===== src/rtl/mips_multicycle_ctrl.sv =====
// mips_multicycle_ctrl: main control FSM of the multicycle MIPS datapath.
// Sequences fetch/decode/execute/memory/write-back with MEM_WAIT extra cycles
// per memory access. Optional exceptions (overflow on add/sub, illegal
// encodings) are enabled by defining CTRL_EXCEPTION_EN.
// Handshake: none; the datapath obeys the strobes and selects every cycle,
// and Op/Funct/ALU flags are assumed valid whenever the FSM looks at them.
module mips_multicycle_ctrl #(
   parameter int          MEM_WAIT       = 2,
   parameter int          STATE_W        = 8,
   parameter logic [1:0]  EXC_VECTOR_SEL = 2'b11
) (
   input  logic               Clk,
   input  logic               Reset,
   input  logic [5:0]         Op,
   input  logic [5:0]         Funct,
   input  logic               ALU_zero,
   input  logic               ALU_overflow,
   output logic [STATE_W-1:0] StateOut,
   output logic               PC_load,
   output logic               IRWrite,
   output logic               wr,
   output logic               RegWrite,
   output logic               A_load,
   output logic               B_load,
   output logic               MDR_load,
   output logic               ALUOut_load,
   output logic               EPC_load,
   output logic               IorD,
   output logic               ALUSrcA,
   output logic               RegDst,
   output logic [1:0]         MemtoReg,
   output logic [1:0]         ALUSrcB,
   output logic [1:0]         ALUOp,
   output logic [1:0]         PCSource,
   output logic               Halted
);

   localparam int CNT_W = (MEM_WAIT > 0) ? $clog2(MEM_WAIT + 1) : 1;
   localparam logic [CNT_W-1:0] WAIT_INIT = CNT_W'(MEM_WAIT);

   typedef enum logic [3:0] {
      FETCH      = 4'h0,
      FETCH_WAIT = 4'h1,
      IR_LOAD    = 4'h2,
      DECODE     = 4'h3,
      R_EXEC     = 4'h4,
      R_WB       = 4'h5,
      BRANCH     = 4'h6,
      MEM_ADDR   = 4'h7,
      MEM_RD     = 4'h8,
      MEM_WB     = 4'h9,
      MEM_WR     = 4'hA,
      LUI_WB     = 4'hB,
      JUMP       = 4'hC,
      HALT       = 4'hD,
      EXCEPT     = 4'hE
   } state_e;

`ifdef CTRL_EXCEPTION_EN
   localparam state_e ILLEGAL_NEXT = EXCEPT;
`else
   localparam state_e ILLEGAL_NEXT = FETCH;
   logic unused_ovf;
   assign unused_ovf = ALU_overflow;
`endif

   state_e           state_q, state_d;
   logic [CNT_W-1:0] cnt_q, cnt_d;
   logic [CNT_W-1:0] cnt_dec;
   logic             is_r_alu;
   logic             is_addsub;

   assign cnt_dec   = (cnt_q != '0) ? cnt_q - CNT_W'(1) : '0;
   assign is_r_alu  = (Funct == 6'h20) || (Funct == 6'h22) ||
                      (Funct == 6'h24) || (Funct == 6'h26);
   assign is_addsub = (Funct == 6'h20) || (Funct == 6'h22);

   // State and wait-counter registers.
   always_ff @(posedge Clk or negedge Reset) begin
      if (!Reset) begin
         state_q <= FETCH;
         cnt_q   <= '0;
      end else begin
         state_q <= state_d;
         cnt_q   <= cnt_d;
      end
   end

   // Next-state and wait-counter logic.
   always_comb begin
      state_d = state_q;
      cnt_d   = cnt_q;
      case (state_q)
         FETCH: begin
            cnt_d   = WAIT_INIT;
            state_d = (MEM_WAIT == 0) ? IR_LOAD : FETCH_WAIT;
         end
         // FETCH is itself the first memory cycle, so the wait state covers the
         // remaining MEM_WAIT cycles and leaves as the counter reaches 0.
         FETCH_WAIT: begin
            cnt_d = cnt_dec;
            if (cnt_dec == '0) state_d = IR_LOAD;
         end
         IR_LOAD: state_d = DECODE;
         DECODE: begin
            if (Op == 6'h00) begin
               if (is_r_alu)              state_d = R_EXEC;
               else if (Funct == 6'h00)   state_d = FETCH;
               else if (Funct == 6'h0D)   state_d = HALT;
               else                       state_d = ILLEGAL_NEXT;
            end else begin
               case (Op)
                  6'h04, 6'h05: state_d = BRANCH;
                  6'h23, 6'h2B: state_d = MEM_ADDR;
                  6'h0F:        state_d = LUI_WB;
                  6'h02:        state_d = JUMP;
                  default:      state_d = ILLEGAL_NEXT;
               endcase
            end
         end
         R_EXEC: begin
            state_d = R_WB;
`ifdef CTRL_EXCEPTION_EN
            if (is_addsub && ALU_overflow) state_d = EXCEPT;
`endif
         end
         MEM_ADDR: begin
            cnt_d   = WAIT_INIT;
            state_d = (Op == 6'h2B) ? MEM_WR : MEM_RD;
         end
         MEM_RD: begin
            cnt_d = cnt_dec;
            if (cnt_q == '0) state_d = MEM_WB;
         end
         MEM_WR: begin
            cnt_d = cnt_dec;
            if (cnt_q == '0) state_d = FETCH;
         end
         HALT:    state_d = HALT;
         default: state_d = FETCH;
      endcase
   end

   // Moore output decode; everything is held at 0 while Reset is asserted.
   always_comb begin
      StateOut    = '0;
      PC_load     = 1'b0;
      IRWrite     = 1'b0;
      wr          = 1'b0;
      RegWrite    = 1'b0;
      A_load      = 1'b0;
      B_load      = 1'b0;
      MDR_load    = 1'b0;
      ALUOut_load = 1'b0;
      EPC_load    = 1'b0;
      IorD        = 1'b0;
      ALUSrcA     = 1'b0;
      RegDst      = 1'b0;
      MemtoReg    = 2'b00;
      ALUSrcB     = 2'b00;
      ALUOp       = 2'b00;
      PCSource    = 2'b00;
      Halted      = 1'b0;
      if (Reset) begin
         StateOut = STATE_W'(state_q);
         case (state_q)
            IR_LOAD: begin
               IRWrite = 1'b1;
               ALUSrcB = 2'b01;
               PC_load = 1'b1;
            end
            DECODE: begin
               A_load      = 1'b1;
               B_load      = 1'b1;
               ALUOut_load = 1'b1;
               ALUSrcB     = 2'b11;
            end
            R_EXEC: begin
               ALUSrcA     = 1'b1;
               ALUOp       = 2'b10;
               ALUOut_load = 1'b1;
            end
            R_WB: begin
               RegWrite = 1'b1;
               RegDst   = 1'b1;
            end
            // Branch decision follows ALU_zero combinationally in this cycle.
            BRANCH: begin
               ALUSrcA  = 1'b1;
               ALUOp    = 2'b01;
               PCSource = 2'b01;
               PC_load  = (Op == 6'h04) ? ALU_zero : ~ALU_zero;
            end
            MEM_ADDR: begin
               ALUSrcA     = 1'b1;
               ALUSrcB     = 2'b10;
               ALUOut_load = 1'b1;
            end
            MEM_RD: begin
               IorD     = 1'b1;
               MDR_load = (cnt_q == '0);
            end
            MEM_WB: begin
               RegWrite = 1'b1;
               MemtoReg = 2'b01;
            end
            MEM_WR: begin
               IorD = 1'b1;
               wr   = 1'b1;
            end
            LUI_WB: begin
               RegWrite = 1'b1;
               MemtoReg = 2'b10;
            end
            JUMP: begin
               PCSource = 2'b10;
               PC_load  = 1'b1;
            end
            HALT: Halted = 1'b1;
            EXCEPT: begin
`ifdef CTRL_EXCEPTION_EN
               EPC_load = 1'b1;
`endif
               PCSource = EXC_VECTOR_SEL;
               PC_load  = 1'b1;
            end
            default: ;
         endcase
      end
   end

endmodule

===== config.mk =====
export PLATFORM = sky130hd
export DESIGN_NAME = mips_multicycle_ctrl
export DESIGN_NICKNAME = d
export VERILOG_FILES = /design/src/rtl/mips_multicycle_ctrl.sv
export SDC_FILE = /design/constraint.sdc
export NUM_CORES = 1
export LEC_CHECK = 0
export ABC_AREA = 1
export BUFFER_PORTS_ARGS = -buffer_cell sky130_fd_sc_hd__buf_2
export CAP_MARGIN = 20
export CORE_MARGIN = 3
export CORE_UTILIZATION = 43
export DETAILED_ROUTE_END_ITERATION = 12
export GPL_TIMING_DRIVEN = 1
export PLACE_DENSITY = 0.88
export SETUP_SLACK_MARGIN = 0.3
export SYNTH_ARGS = -nofsm -noshare
export SYNTH_HDL_FRONTEND = slang
export SYNTH_SLANG_ARGS = --single-unit

===== constraint.sdc =====
create_clock -name Clk -period 1.5 [get_ports Clk]
set_clock_uncertainty 0.05 [all_clocks]
set_input_delay 0.075 -clock Clk [delete_from_list [all_inputs] [get_ports Clk]]
set_output_delay 0.075 -clock Clk [all_outputs]
set_load 0.05 [all_outputs]

==> qor.csv, run 1 <==
metric,value,unit
cts_buffers,3,
clockBufferDepth,2,
synth_common_cells,"nand2_1, nor2_1, inv_1",
cts_num_sinks,6,
die_x,48.2,µm
synth-seq-cells,6,
crit_endpoint,RegWrite,
clockRootBuffer,clkbuf_4,
rows,14,
worstEndpointType,output port,
syn_avg_cell_area,5.24,µm²
portBuffers,38,
grt_max_degree,8,
synth_edf_count,0,
yosysSeqAreaShare,0.196,
synth_top_area_share,0.216,
netlist_area,764,µm²
yosysMostFrequentCell,nand2_1,
synthCells,146,
gp_congestion,0.906,
htreeDepth,1,
die_h,48.2,µm
hpwlAfterDp,1820,µm
async_flop_share,1.00,
status,aborted with a tool error,
synthTopCellsByArea,"nand2_1, dfrtp_1, nor2_1, inv_1, nand3_1",
start_util,0.480,
synth-main-ff-cell,dfrtp_1,
ios,45,
lastStage,global routing (5_1_grt),
ys_warn_count,0,
ys_types,22,
run.stop_error,"[ERROR DPL-0038] Utilization greater than 100%, impossible to legalize",
yosysTopAreaCell,nand2_1,
==> timing repair <==
item,in CTS
resized for setup,77
setup endpoints to repair,30
hold endpoints to repair,6
buffers inserted,18
pin swaps,13
hold buffers,1
==> metrics by stage <==
stage	cells	setup TNS (ns)	instance area (µm²)	worst slack (ns)
2_1_floorplan	150	-0.154	937	-0.133
4_1_cts	230	-0.0740	1540	-0.0401
3_5_place_dp	207	0	1120	0.0384
3_3_place_gp	207	0	1120	0.0638
==> logic make-up after synthesis <==
family | after synthesis | synth area share
flops | 6 | 0.196
compound gates | 7 | 0.0540
buf+inv | 33 | 0.191
simple gates | 98 | 0.542
other cells | 1 | 0.00491
xor+xnor | 1 | 0.0115
==> run 2: changes to the inputs <==
--- a/config.mk
+++ b/config.mk
@@ -8,12 +8,11 @@
 export ABC_AREA = 1
 export BUFFER_PORTS_ARGS = -buffer_cell sky130_fd_sc_hd__buf_2
 export CAP_MARGIN = 20
-export CORE_MARGIN = 3
-export CORE_UTILIZATION = 43
+export CORE_AREA = 3 3 64 66
 export DETAILED_ROUTE_END_ITERATION = 12
+export DIE_AREA = 0 0 67 69
 export GPL_TIMING_DRIVEN = 1
-export PLACE_DENSITY = 0.88
-export SETUP_SLACK_MARGIN = 0.3
+export PLACE_DENSITY_LB_ADDON = 0.15
 export SYNTH_ARGS = -nofsm -noshare
 export SYNTH_HDL_FRONTEND = slang
 export SYNTH_SLANG_ARGS = --single-unit
==> qor.csv, run 2 <==
metric,value,unit,change
area_growth,63.0,%,
clockBufferDepth,2,,unchanged
power_frac_seq,0.182,,
dr.first_iter.drc_count,52,,
synthTopCellsByArea,"nand2_1, dfrtp_1, nor2_1, inv_1, nand3_1",,
met3_usage,0.0163,,
busiest_layer,met2,,
yosysSeqAreaShare,0.196,,unchanged
cts_buffers,3,,unchanged
gp_congestion,0.834,,-7.9%
largest_register,state_q,,
pre_cts_ws,0.0147,ns,-0.0237 ns
drt_pass1_iterations,4,,
rows,22,,+8
drt-wirelength-per-cell,9.50,µm,
final_cell_mix,"nand2_1, nor2_1, buf_2, inv_1, buf_4",,
antenna_found_initial,0,,
die_x,67,µm,+39%
ys_warn_count,0,,unchanged
htreeDepth,1,,unchanged
period_needed,1.50,ns,
final_util,0.343,,
synth_common_cells,"nand2_1, nor2_1, inv_1",,
hold_viol_final,0,,
final.setup.worst_slack,0.00192,ns,
grt_max_degree,8,,
design.die.area,4620,µm²,
antenna_cells,0,,
netlist_area,764,µm²,unchanged
cts_num_sinks,6,,unchanged
yosysTopAreaCell,nand2_1,,
status,"finished, final reports clean",,
clock_latency,0.23,ns,
viasPerCell,4.02,,
setup_viol,0,,
crit_required,1.37,ns,
p_clk_frac,0.144,,
p_per_area,1400,nW/µm²,
coreArea,3630,µm²,
p_int,772,µW,
cp_slowest_cell,dfrtp_2,,
die_h,69,µm,+43%
power_frac_comb,0.675,,
switchingPower,979,µW,
ant_nets,0,,
cp_max_fo,6,,
path_common_cell,nor2_4,,
drive_gt1_frac,0.407,,
clk_pin_slew_worst_paths,0.04,ns,
arrival,1.37,ns,
synthCells,146,,unchanged
fillers,414,,
largest_reg_flops,4,,
grt_util_met2,0.175,,
grt_util_met1,0.126,,
drt_wl_total,2300,µm,
clockRootBuffer,clkbuf_8,,
swShare,0.559,,
synth_top_area_share,0.216,,unchanged
cp-end-kind,output pin,,
finalCritPeriodShare,0.999,,
synth-seq-cells,6,,unchanged
fin_nets,212,,
grt_pass1_wl,3820,µm,
synth-main-ff-cell,dfrtp_1,,
async_flop_share,1.00,,unchanged
clock.fmax,668,MHz,
synth_edf_count,0,,unchanged
cpPeakStageDelay,0.45,ns,
drc,0,,
stdcell_area,1250,µm²,
first_global_vias,922,,
ios,45,,unchanged
rsz0062_at_grt,true,,
critPathLaunchType,register,,
top_regs,"state_q x4, cnt_q x2",,
start_util,0.210,,-0.269
crit_type,register to output pin,,
vias,974,,
hold_path_class,input port to register,,
crit_chain,nor2_4 > nand2_2 > nor2_4 > inv_1 > nand3b_1 > buf_6,,
yosysMostFrequentCell,nand2_1,,
drv_cap,0,,
syn_avg_cell_area,5.24,µm²,unchanged
peakVddDrop,0.394,mV,
gr-usage-all-layers,0.104,,
slew_violations,0,,
mostFrequentLayoutCell,nand2_1,,
ys_types,22,,unchanged
hpwlAfterDp,1920,µm,+5.5%
postPlaceCellArea,1060,µm²,-5.3%
portBuffers,38,,unchanged
cellLeakagePower,0.711,nW,
cts_tree,yes,,
overflow,0,,
run 2: cell type report:
type                       count  area [µm²]  share of cell area
tap                           48        60.1              0.0482
multi-input combinational    111         568               0.456
inverter                      27         104              0.0833
clock buffer                   3        41.3              0.0331
sequential                     6         155               0.124
timing repair buffer          47         318               0.255
run 2: final timing paths:
path / start / slack, ns / cells after the start / end
hold reg to reg: cnt_q[1] / 0.49 / 2 / cnt_q[1]
hold / removal: Op[2] / 0.26 / 5 / state_q[2]
setup reg to reg: state_q[0] / 0.15 / 10 / state_q[0]
min in group asynchronous: Reset / 0.37 / 3 / cnt_q[0]
setup / recovery: state_q[0] / 0.002 / 6 / PC_load
max in group asynchronous: Reset / 0.78 / 3 / state_q[3]
run 2: what timing repair did:
item,4_1_cts,5_1_grt
pin swaps,2,4
endpoints found under the setup margin,16,18
hold buffers,1,0
endpoints found under the hold margin,6,0
gates resized for setup,21,19
buffers inserted,2,3
run 2: routing by layer:
metal	part of all wire	vias up
met5	0	-
met4	0.015	0
met3	0.051	6
met2	0.50	26
met1	0.43	416
li1	-	526
run 2: kinds of logic after synthesis:
| logic type | synth area share |
|---|---|
| AO/OA/AOI/OAI | 0.0540 |
| XOR/XNOR | 0.0115 |
| buffers and inverters | 0.191 |
| flip-flops | 0.196 |
| other | 0.00491 |
| AND/OR/NAND/NOR | 0.542 |
run 2: through the flow:
stage	std cells	TNS, ns	total power, mW	hold slack (ns)
2_1_floorplan	150	-1.78	1.12	-0.271
3_3_place_gp	233	0	1.36	-0.0117
3_5_place_dp	233	0	1.35	-0.0130
4_1_cts	239	0	1.68	0.272
5_1_grt	242	-0.368	1.91	0.325
6_report	242	0	1.75	0.257
run 2: power by group through the flow:
stage	sequential (mW)	clock, mW	combinational, mW
2_1_floorplan	0.300	0	0.822
3_3_place_gp	0.305	0	1.06
3_5_place_dp	0.306	0	1.05
4_1_cts	0.320	0.258	1.10
5_1_grt	0.335	0.270	1.31
6_report	0.318	0.251	1.18
run 2: critical path, delay by kind of cell (launching register included):
| family | cells | cell delay (ns) |
|---|---|---|
| buffers and inverters | 2 | 0.21 |
| DFF | 1 | 0.45 |
| and+or+nand+nor | 4 | 0.48 |
(Power assumes the default switching activity.)
==> run 3: changes to the inputs <==
--- a/config.mk
+++ b/config.mk
@@ -7,7 +7,6 @@
 export LEC_CHECK = 0
 export ABC_AREA = 1
 export BUFFER_PORTS_ARGS = -buffer_cell sky130_fd_sc_hd__buf_2
-export CAP_MARGIN = 20
 export CORE_AREA = 3 3 64 66
 export DETAILED_ROUTE_END_ITERATION = 12
 export DIE_AREA = 0 0 67 69
==> constraint.sdc (replaced) <==
create_clock -name Clk -period 1.45 [get_ports Clk]
set_clock_uncertainty 0.05 [all_clocks]
set_input_delay 0.0725 -clock Clk [delete_from_list [all_inputs] [get_ports Clk]]
set_output_delay 0.0725 -clock Clk [all_outputs]
set_load 0.05 [all_outputs]
==> qor.csv, run 3 (synthesis gave the netlist of run 2 again) <==
metric,value,unit,change
cts_tree,yes,,
crit_type,register to output pin,,
design.die.area,4620,µm²,unchanged
antenna_found_initial,0,,unchanged
drc,0,,unchanged
clockRootBuffer,clkbuf_8,,
cts_buffers,3,,unchanged
htreeDepth,1,,unchanged
rows,22,,unchanged
largest_reg_flops,4,,unchanged
peakVddDrop,0.352,mV,-11%
status,"finished, violations left",,
hold_path_end,state_q[2],,
rr_worst_depth,9,,-1
arrival,1.35,ns,-0.02 ns
setup_viol,3,,+3
reg2reg_from,state_q[0],,
p_int,1.04,mW,+35%
postPlaceCellArea,1210,µm²,+14%
grt_max_degree,7,,-1
p_clk_frac,0.109,,-0.035
grt_pass1_wl,4280,µm,+12%
hold_start,Funct[1],,
hold_path_class,input port to register,,
dr.first_iter.drc_count,26,,-50%
swShare,0.528,,-0.0309
die_x,67,µm,unchanged
drive_gt1_frac,0.548,,+0.140
viasPerCell,4.14,,+2.9%
ant_nets,0,,unchanged
cellLeakagePower,0.847,nW,+19%
rsz0062_at_grt,true,,
clock.fmax,680,MHz,
top_regs,"state_q x4, cnt_q x2",,
final.setup.worst_slack,-0.0200,ns,-0.0219 ns
power_frac_seq,0.155,,-0.027
antenna_cells,0,,unchanged
hold_viol_final,0,,unchanged
vias,1068,,+9.7%
cts_num_sinks,6,,unchanged
finalCritPeriodShare,1.01,,
first_global_vias,1021,,+11%
power_frac_comb,0.736,,+0.061
r2r_slack,0.07,ns,-0.08 ns
fin_nets,228,,+7.5%
report.power.total,2.21,mW,+26%
gp_congestion,0.772,,-7.4%
portBuffers,38,,unchanged
clock_latency,0.22,ns,about the same
slew_violations,0,,unchanged
overflow,0,,unchanged
final_cell_mix,"nand2_1, buf_4, buf_2, inv_1, nor2_1",,
p_per_area,1440,nW/µm²,+2.4%
coreArea,3630,µm²,unchanged
critPathLaunchType,register,,
area_growth,101,%,
drt_pass1_iterations,4,,unchanged
start_util,0.210,,unchanged
mostFrequentLayoutCell,nand2_1,,
stdcell_area,1530,µm²,+23%
period_needed,1.47,ns,
violations,negative setup slack,,
crit_required,1.33,ns,-0.04 ns
setup_tns,-0.0348,ns,-0.0348 ns
cp-end-kind,output pin,,
die_h,69,µm,unchanged
clk_pin_slew_worst_paths,0.03,ns,about the same
drv_cap,0,,unchanged
final_util,0.422,,+0.0792
gr-usage-all-layers,0.115,,+0.0110
clockBufferDepth,2,,unchanged
largest_register,state_q,,
r2r_end,state_q[1],,
cp_max_fo,5,,-1
drt_wl_total,2540,µm,+10%
crit_path_start,state_q[2],,
ios,45,,unchanged
hpwlAfterDp,2130,µm,+11%
switchingPower,1.17,mW,+19%
holdPathStages,6,,+1
drt-wirelength-per-cell,9.84,µm,+3.5%
==> run 3: cell type report <==
class	instances	area, µm²
Fill cell	390	2100
Inverter	27	113
Sequential cell	6	155
Multi-Input combinational cell	111	676
Clock buffer	3	41.3
Tap cell	48	60.1
Timing Repair Buffer	63	489
==> run 3: timing repair <==
item	in CTS	in global routing
buffers inserted	5	5
gates resized for setup	37	29
pin swaps	4	7
hold buffers	1	0
endpoints found under the setup margin	18	23
endpoints found under the hold margin	6	0
==> run 3: power by group through the flow <==
stage	Sequential, mW	Combinational, mW	Clock, mW
after detailed placement	0.325	1.27	0
after floorplan	0.322	0.917	0
after CTS	0.344	1.46	0.248
final	0.341	1.62	0.241
after global placement	0.321	1.27	0
after global routing	0.355	1.76	0.268
==> run 3: how the worst max path moves through the flow <==
stage / end / slack (ns)
3_5_place_dp: PC_load / -0.004
4_1_cts: PC_load / -0.03
6_report: ALUOut_load / -0.02
3_3_place_gp: PC_load / 0.03
5_1_grt: PC_load / -0.09
2_1_floorplan: PC_load / -0.22
==> run 3: per-layer routing <==
metal | GRT usage | vias to the layer above | share of wire
met1 | 0.132 | 481 | 0.40
met2 | 0.218 | 22 | 0.56
met3 | 0.00651 | 0 | 0.041
li1 | - | 565 | -
met4 | 0.0338 | 0 | 0
met5 | 0 | - | 0
==> run 3: critical path, stage by stage (launching register included) <==
cell and delay (ns):
dfrtp_2 0.46, nand2_4 0.11, clkinv_4 0.07, nand2_8 0.08
nor2_4 0.03, or2_4 0.23, buf_8 0.15
==> run 3: through the flow <==
step                hold WS [ns]  cells  worst slack (ns)
CTS                        0.281    253           -0.0295
detailed placement        0.0117    244          -0.00449
finish                     0.277    258           -0.0200
global placement          0.0135    244            0.0291
floorplan                 -0.273    150            -0.224
global route               0.328    258           -0.0897
==> run 4: changes to the inputs <==
--- a/config.mk
+++ b/config.mk
@@ -7,9 +7,11 @@
 export LEC_CHECK = 0
 export ABC_AREA = 1
 export BUFFER_PORTS_ARGS = -buffer_cell sky130_fd_sc_hd__buf_2
-export CORE_AREA = 3 3 64 66
+export CELL_PAD_IN_SITES_DETAIL_PLACEMENT = 1
+export CELL_PAD_IN_SITES_GLOBAL_PLACEMENT = 2
+export CORE_MARGIN = 2
+export CORE_UTILIZATION = 19
 export DETAILED_ROUTE_END_ITERATION = 12
-export DIE_AREA = 0 0 67 69
 export GPL_TIMING_DRIVEN = 1
 export PLACE_DENSITY_LB_ADDON = 0.15
 export SYNTH_ARGS = -nofsm -noshare
==> qor.csv, run 4 (synthesis gave the netlist of run 2 again) <==
metric,value,unit,change
status,"finished, violations left",,
violations,negative setup slack,,
drt-wirelength-per-cell,11.7,µm,+19%
drt_pass1_iterations,4,,unchanged
mostFrequentLayoutCell,nand2_1,,
dp_cells,241,,-1.2%
cp-end-kind,output pin,,
antenna_found_initial,0,,unchanged
final_util,0.386,,-0.0359
portBuffers,38,,unchanged
overflow,0,,unchanged
design.die.area,4550,µm²,-1.6%
clockRootBuffer,clkbuf_8,,
ios,45,,unchanged
die_h,67.4,µm,-2.3%
largest_reg_flops,4,,unchanged
cts_buffers,3,,unchanged
arrival,1.37,ns,+0.02 ns
drc,0,,unchanged
drv_cap,0,,unchanged
rsz0062_at_grt,true,,
gp_congestion,0.784,,+1.5%
top_regs,"state_q x4, cnt_q x2",,
slew_violations,0,,unchanged
antenna_cells,0,,unchanged
start_util,0.194,,-0.0165
htreeDepth,1,,unchanged
crit_type,register to output pin,,
clock_latency,0.22,ns,about the same
crit_required,1.33,ns,about the same
hpwlAfterDp,2410,µm,+13%
dr.first_iter.drc_count,17,,-35%
coreArea,3940,µm²,+8.5%
clk_pin_slew_worst_paths,0.04,ns,about the same
fin_cells,257,,-0.39%
peakVddDrop,0.771,mV,+120%
cts_num_sinks,6,,unchanged
drt_wl_total,3000,µm,+18%
area_growth,99.2,%,
r2r_slack,0.02,ns,-0.05 ns
p_per_area,1450,nW/µm²,+0.57%
critPathLaunchType,register,,
gr-usage-all-layers,0.131,,+0.0162
clock.fmax,670,MHz,-1.5%
cp_slowest_cell,dfrtp_2,,
cellLeakagePower,0.835,nW,-1.4%
rr_worst_depth,10,,+1
largest_register,state_q,,
first_global_vias,1022,,+0.098%
pre_cts_ws,-0.0345,ns,-0.0300 ns
setup_viol,5,,+2
report.power.total,2.20,mW,-0.17%
hold_path_class,input port to async pin,,
reg2reg_from,state_q[1],,
hold_slack,0.229,ns,-0.0480 ns
viasPerCell,4.30,,+3.9%
clockBufferDepth,2,,unchanged
fillers,507,,+30%
final_cell_mix,"nand2_1, buf_4, buf_2, inv_1, nor2_1",,
grt_pass1_wl,4570,µm,+6.6%
finalCritPeriodShare,1.03,,+0.0151
cts_tree,yes,,
cp_max_fo,5,,unchanged
grt_max_degree,7,,unchanged
final.setup.worst_slack,-0.0419,ns,-0.0219 ns
crit_chain,nand2_2 > clkinv_4 > nand2_8 > nor2_4 > or2_4 > buf_8,,
rows,23,,+4.5%
vias,1105,,+3.5%
drive_gt1_frac,0.527,,-0.0210
ant_nets,0,,unchanged
hold_viol_final,0,,unchanged
fin_nets,225,,-1.3%
period_needed,1.49,ns,+0.0219 ns
cpPeakStageDelay,0.46,ns,about the same
die_x,67.4,µm,+0.64%
r2r_end,state_q[0],,
## run 4: timing repair
item / 4_1_cts / 5_1_grt
pin swaps: 5 / 10
cloned: 0 / 0
endpoints found under the setup margin: 19 / 23
resized for setup: 35 / 34
setup buffers: 7 / 4
hold buffers: 2 / 0
endpoints found under the hold margin: 6 / 0
## run 4: layer usage
layer	wire (µm)	global-route usage	share of wire
met5	0	0	0
met2	1610	0.234	0.54
met4	10	0.0306	0.0033
met3	90	0.0150	0.030
met1	1280	0.168	0.43
## run 4: critical path, delay by kind of cell (launching register included)
family	cells	cell delay [ns]
buffers and inverters	2	0.22
flip-flops	1	0.46
AND/OR/NAND/NOR	4	0.46
## run 4: worst max-delay path by stage
| stage | depth (start not counted) | end | from | slack (ns) |
|---|---|---|---|---|
| after floorplan | 3 | PC_load | state_q[3] | -0.22 |
| after global placement | 6 | PC_load | state_q[0] | 0.02 |
| after detailed placement | 6 | PC_load | state_q[0] | -0.03 |
| after CTS | 6 | ALUOut_load | state_q[2] | -0.05 |
| after global routing | 5 | ALUOut_load | state_q[1] | -0.10 |
| final | 6 | ALUOut_load | state_q[2] | -0.04 |
## run 4: area by class of cell
type	instances	area (µm²)	share of cell area
well taps	50	62.6	0.0411
clock buffers	3	41.3	0.0271
inverters	27	113	0.0740
flip-flops and latches	6	155	0.102
multi-input cells	111	664	0.436
repair buffers	60	487	0.320
## run 4: power breakdown
part	switching, mW	internal [mW]	leakage, nW
Clock	0.0760	0.179	0.0216
Sequential	0.124	0.238	0.0710
Combinational	0.989	0.598	0.743
Total	1.19	1.01	0.835
## run 4: per-stage QoR
step / instance area [µm²] / setup TNS [ns]
2_1_floorplan: 896 / -0.426
3_3_place_gp: 1170 / 0
3_5_place_dp: 1170 / -0.0345
4_1_cts: 1390 / -0.132
5_1_grt: 1520 / -0.787
6_report: 1520 / -0.190
